==> config.mk <==
export PLATFORM = sky130hd
export DESIGN_NAME = rot_fifo
export DESIGN_NICKNAME = d
export VERILOG_FILES = /design/src/rtl/frame_filter_pkg.sv /design/src/rtl/rot_fifo_ram.sv /design/src/rtl/rot_fifo.sv
export SDC_FILE = /design/constraint.sdc
export NUM_CORES = 1
export LEC_CHECK = 0
export CORE_MARGIN = 3
export CORE_UTILIZATION = 60
export DETAILED_ROUTE_END_ITERATION = 10
export DONT_BUFFER_PORTS = 1
export PLACE_DENSITY = 0.76
export SLEW_MARGIN = 20
export SYNTH_ARGS = -nofsm -noshare
export SYNTH_HDL_FRONTEND = slang
export SYNTH_SLANG_ARGS = --single-unit
==> constraint.sdc <==
create_clock -name clock -period 3.5 [get_ports clock]
set_input_delay 0.35 -clock clock [delete_from_list [all_inputs] [get_ports clock]]
set_output_delay 0.35 -clock clock [all_outputs]
set_load 0.02 [all_outputs]
==> src/rtl/frame_filter_pkg.sv <==
// Shared types and constants for the frame-filter datapath.
// Pixel/sideband widths and the stored FIFO entry layout.
package frame_filter_pkg;

    localparam int PIX_W   = 4;
    localparam int TUSER_W = 2;

    localparam logic [TUSER_W-1:0] TUSER_SOF = 2'b11;

    typedef struct packed {
        logic [TUSER_W-1:0] user;
        logic [PIX_W-1:0]   data;
    } entry_t;

endpackage

==> src/rtl/rot_fifo_ram.sv <==
// Register-array storage for rot_fifo.
// One synchronous write port, one asynchronous read port, no reset.
module rot_fifo_ram
    import frame_filter_pkg::*;
#(
    parameter int DEPTH = 16,
    parameter int W     = PIX_W + TUSER_W,
    parameter int AW    = $clog2(DEPTH)
) (
    input  logic          clk,
    input  logic          we,
    input  logic [AW-1:0] waddr,
    input  logic [W-1:0]  wdata,
    input  logic [AW-1:0] raddr,
    output logic [W-1:0]  rdata
);

    logic [W-1:0] mem_q [DEPTH];

    // Write the addressed entry on an accepted push.
    always_ff @(posedge clk) begin
        if (we) begin
            mem_q[waddr] <= wdata;
        end
    end

    assign rdata = mem_q[raddr];

endmodule

==> src/rtl/rot_fifo.sv <==
// Circular first-word-fall-through AXI-Stream FIFO.
// Pointers rotate freely; full/empty come from the occupancy counter.
module rot_fifo
    import frame_filter_pkg::*;
#(
    parameter int DATA_W = PIX_W,
    parameter int USER_W = TUSER_W,
    parameter int DEPTH  = 16,
    parameter int PW     = $clog2(DEPTH),
    parameter int LW     = $clog2(DEPTH + 1)
) (
    input  logic              clock,
    input  logic              resetn,
    input  logic              s_tvalid,
    output logic              s_tready,
    input  logic [DATA_W-1:0] in_d0,
    input  logic [USER_W-1:0] TUSER,
    output logic              m_tvalid,
    input  logic              m_tready,
    output logic [DATA_W-1:0] out_d0,
    output logic [USER_W-1:0] m_tuser,
    output logic [LW-1:0]     level
);

    localparam int EW = DATA_W + USER_W;

    logic [PW-1:0] wr_ptr_q, wr_ptr_d;
    logic [PW-1:0] rd_ptr_q, rd_ptr_d;
    logic [LW-1:0] level_q, level_d;
    logic          push, pop;
    logic [EW-1:0] rd_entry;

    // Ready/valid come from registered level only, so a pop never
    // opens room for a push in the same cycle.
    assign s_tready = (level_q != LW'(DEPTH));
    assign m_tvalid = (level_q != '0);
    assign push     = s_tvalid & s_tready;
    assign pop      = m_tvalid & m_tready;
    assign level    = level_q;

    // Head is forced to zero when empty so stale or unwritten
    // entries never show up on the outputs.
    assign out_d0  = m_tvalid ? rd_entry[DATA_W-1:0] : '0;
    assign m_tuser = m_tvalid ? rd_entry[EW-1:DATA_W] : '0;

    rot_fifo_ram #(
        .DEPTH (DEPTH),
        .W     (EW)
    ) u_ram (
        .clk   (clock),
        .we    (push),
        .waddr (wr_ptr_q),
        .wdata ({TUSER, in_d0}),
        .raddr (rd_ptr_q),
        .rdata (rd_entry)
    );

    // Next pointer and occupancy from this cycle's push/pop.
    always_comb begin
        wr_ptr_d = wr_ptr_q;
        rd_ptr_d = rd_ptr_q;
        level_d  = level_q;
        if (push) begin
            wr_ptr_d = wr_ptr_q + PW'(1);
        end
        if (pop) begin
            rd_ptr_d = rd_ptr_q + PW'(1);
        end
        if (push && !pop) begin
            level_d = level_q + LW'(1);
        end else if (pop && !push) begin
            level_d = level_q - LW'(1);
        end
    end

    // Control state; reset discards contents immediately.
    always_ff @(posedge clock or posedge resetn) begin
        if (resetn) begin
            wr_ptr_q <= '0;
            rd_ptr_q <= '0;
            level_q  <= '0;
        end else begin
            wr_ptr_q <= wr_ptr_d;
            rd_ptr_q <= rd_ptr_d;
            level_q  <= level_d;
        end
    end

endmodule

==> flow_metrics.env <==
export IMPL_regToRegStartpoint="level[0]$_DFFE_PP0P_"
export IMPL_groute_usage_overall_pct=19.9
export IMPL_totalNegativeSetupSlack_ps=0
export IMPL_synth_cell_types=36
export IMPL_grt_first_pass_wirelength_um=12100
export IMPL_cell_type_with_the_highest_aggregate_area_in_the_netlist="edfxtp_1"
export IMPL_vias_in_the_first_global_route=2127
export IMPL_firstDrtPassIters=4
export IMPL_critical_path_max_stage_delay_ps=530
export IMPL_yosysTopAreaCellShare_pct=63.0
export IMPL_detail_route_wl_per_cell_um=21.7
export IMPL_crit_arrival_ps=3500
export IMPL_worst_slew_margin_rel_pct=40.8
export IMPL_avgViaCountPerCell=5.95
export IMPL_synth_yosys_warnings=0
export IMPL_r2r_slack_ps=250
export IMPL_power_switching_w=0.00131
export IMPL_max_freq_ghz=0.308
export IMPL_path_class="flip-flop to flip-flop"
export IMPL_share_of_the_yosys_chip_area_belonging_to_registers_pct=70.1
export IMPL_number_of_buffers_created_by_cts=9
export IMPL_report_final_hold_viol_count=0
export IMPL_initialDrtViolationCount=122
export IMPL_cellLeakagePower_nw=1.64
export IMPL_rsz_0062_raised_after_global_routing="false"
export IMPL_numClockSinks=109
export IMPL_io_pins=23
export IMPL_clk_insertion_delay_late_ps=370
export IMPL_drt_wl_total_um=7680
export IMPL_drv_max_cap_violation_count=0
export IMPL_initial_core_util_pct=62.4
export IMPL_die_area_um2=8710
export IMPL_gp_congestion=0.749
export IMPL_crit_path_top_delay_cell="dfrtp_1"
export IMPL_timing_critical_path_cells="nor4_2, nand2b_1, nand2_1, ha_1, inv_1, fa_1, a21o_1, a2111oi_0, a31oi_1, a221o_1"
export IMPL_ctsRootBufferMaster="clkbuf_8"
export IMPL_syn_area_per_cell_um2=18.8
export IMPL_num_rows=31
export IMPL_drv_slew=0
export IMPL_worst_setup_ep_type="flip-flop"
export IMPL_setup_crit_start_kind="flip-flop"
export IMPL_post_route_cells_drive_above_1_share_pct=18.0
export IMPL_worst_vdd_ir_mv=0.397
export IMPL_dominantRegCellSynth="edfxtp_1"
export IMPL_min_period_over_period_pct=92.7
export IMPL_cts_max_path_buffers=2
export IMPL_clk_slew_on_worst_s_h_paths_ps=110
export IMPL_synthesized_instance_count=243
export IMPL_cp_required_ps=3750
export IMPL_p_per_area_nw_per_um2=788
export IMPL_placement_io_buffers=0
export IMPL_syn2layout_area_growth_pct=6.59
export IMPL_number_of_enable_flip_flop_cells_after_synthesis=96
export IMPL_ys_top_cells_by_count="96 x edfxtp_1, 13 x dfrtp_1, 13 x mux4_2, 13 x nor2_1, 11 x mux4_1"
export IMPL_maximum_number_of_pins_on_one_net_before_global_route_repair=28
export IMPL_grt_antenna_before_repair=0
export IMPL_p_int_w=0.00253
export IMPL_finalCoreUtilization_pct=66.5
export IMPL_total_setup_violations_reported_at_the_end_of_the_flow=0
export IMPL_min_delay_path_class="input pin to flip-flop"
export IMPL_min_to="u_ram.mem_q[12][5]$_DFFE_PP_"
export IMPL_finClkSkew_ps=12.8
export IMPL_synth_area_top_cells="edfxtp_1 63%, dfrtp_1 7.1%, mux4_2 6.4%"
export IMPL_syn_num_nets=263
export IMPL_synth_area_um2=4570
export IMPL_area_of_the_core_region_um2=7330
export IMPL_crit_path_max_fanout=6
export IMPL_yosysMostFrequentCell="edfxtp_1"
export IMPL_ys_async_sr_fraction_pct=11.9
export IMPL_globalRoute_totalOverflow=0
export IMPL_combPwrFrac_pct=31.5
export IMPL_netSwitchingFraction_pct=34.1
export IMPL_n_antenna_cell=0
export IMPL_post_cts_resize_count=0
export IMPL_h_tree_depth=3
export IMPL_final_min_clock_period_ps=3250
export IMPL_vias=2105
export IMPL_dieWidth_um=93.3
export IMPL_total_of_flip_flops_plus_latches_after_synthesis=109
export IMPL_clock_network_fraction_of_total_power_pct=19.7
export IMPL_whs_path_depth=0
export IMPL_seq_power_share_pct=48.8
export IMPL_num_nets_final=270
export IMPL_tritoncts="yes"
export IMPL_critical_path_reg2reg_endpoint="level[4]$_DFFE_PP0P_"
export IMPL_place_hpwl_um=4960
export IMPL_final_antenna_net_count=0
export IMPL_final_routed_drc_violation_total=0
export IMPL_dieHeight_um=93.3
export IMPL_status="completed"
export IMPL_worst_slew_pin_transition_ps=888
export IMPL_min_delay_start="TUSER[1]"
export IMPL_rr_worst_depth=10
-- logic make-up after synthesis --
kind of cell / after synthesis / synth area share (%)
flops: 109 / 70.1
simple gates: 37 / 3.75
xor+xnor: 9 / 1.72
buf+inv: 16 / 2.27
fa+ha+maj: 10 / 2.90
compound gates: 24 / 3.23
mux: 38 / 16.0
-- repair_timing --
action | in CTS | in global routing
hold buffers | 1 | 0
setup buffers | 0 | 0
endpoints found under the hold margin | 13 | 0
-- flip-flops by register name (all words and copies together), names as in the netlist --
name / flops
u_ram.mem_q: 96
level: 5
rd_ptr_q: 4
wr_ptr_q: 4
-- worst max path at each step --
stage	depth (start not counted)	to	from	slack (ps)
finish	10	level[4]$_DFFE_PP0P_	level[0]$_DFFE_PP0P_	250
global route	10	level[4]$_DFFE_PP0P_	level[0]$_DFFE_PP0P_	110
CTS	10	level[4]$_DFFE_PP0P_	level[0]$_DFFE_PP0P_	250
detailed placement	10	level[4]$_DFFE_PP0P_	level[0]$_DFFE_PP0P_	270
global placement	10	level[4]$_DFFE_PP0P_	level[0]$_DFFE_PP0P_	420
floorplan	11	level[4]$_DFFE_PP0P_	level[0]$_DFFE_PP0P_	430
-- worst max-delay path: cells and delay by family, from the launching register on --
kind | cells | cell delay, ps
and+or+nand+nor | 3 | 800
DFF | 1 | 530
adders and majority gates | 2 | 630
AOI/OAI and AO/OA | 4 | 1060
buffers and inverters | 1 | 130
-- layout by cell type, fill, tap and decap left out --
cell type,count
a2111oi_0,1
a21boi_0,1
a21boi_2,1
a21o_1,2
a21oi_1,8
a221o_1,1
a31oi_1,1
and3_1,1
buf_4,7
bufinv_16,1
clkbuf_1,1
clkbuf_8,9
clkinvlp_4,2
dfrtp_1,13
dlygate4sd3_1,1
edfxtp_1,96
fa_1,1
ha_1,9
inv_1,4
inv_6,1
inv_8,2
mux2_2,8
mux2i_1,6
mux4_1,11
mux4_2,13
nand2_1,10
nand2b_1,3
nand3_1,2
nand4_1,1
nor2_1,13
nor3_1,5
nor4_1,1
nor4_2,1
o21ai_0,4
o21ai_1,4
o21ai_2,1
xnor2_1,8
xor2_1,1
-- power groups by stage --
stage	Clock (W)	Combinational (W)	Sequential, W
final	0.000757	0.00121	0.00187
after global routing	0.000828	0.00133	0.00191
after CTS	0.000784	0.00123	0.00188
after detailed placement	0	0.00122	0.00191
after global placement	0	0.00120	0.00190
after floorplan	0	0.00114	0.00175
-- metal layers --
layer	vias up	part of all wire [%]	track usage, %
met5	-	0	0
met4	0	1.1	6.23
met1	1066	44	27.8
met2	52	50	30.7
li1	982	-	-
met3	5	5.4	5.79
-- area by class of cell --
class	count	area, µm²
sequential	109	3210
fill	483	2450
multi-input combinational	118	1260
clock buffer	10	128
tap	99	124
clock inverter	6	76.3
timing repair buffer	8	62.6
inverter	4	15.0
-- metrics by stage --
stage / cells / setup WS [ps] / area, µm² / power (W) / hold slack, ps
after detailed placement: 337 / 267 / 4660 / 0.00313 / 284
after global routing: 354 / 106 / 4880 / 0.00407 / 38.7
after CTS: 354 / 250 / 4880 / 0.00390 / 49.1
after global placement: 337 / 418 / 4660 / 0.00309 / 288
after floorplan: 243 / 428 / 4570 / 0.00289 / 227
final: 354 / 255 / 4880 / 0.00384 / 67.8
Power figures use the tool's default switching activity.
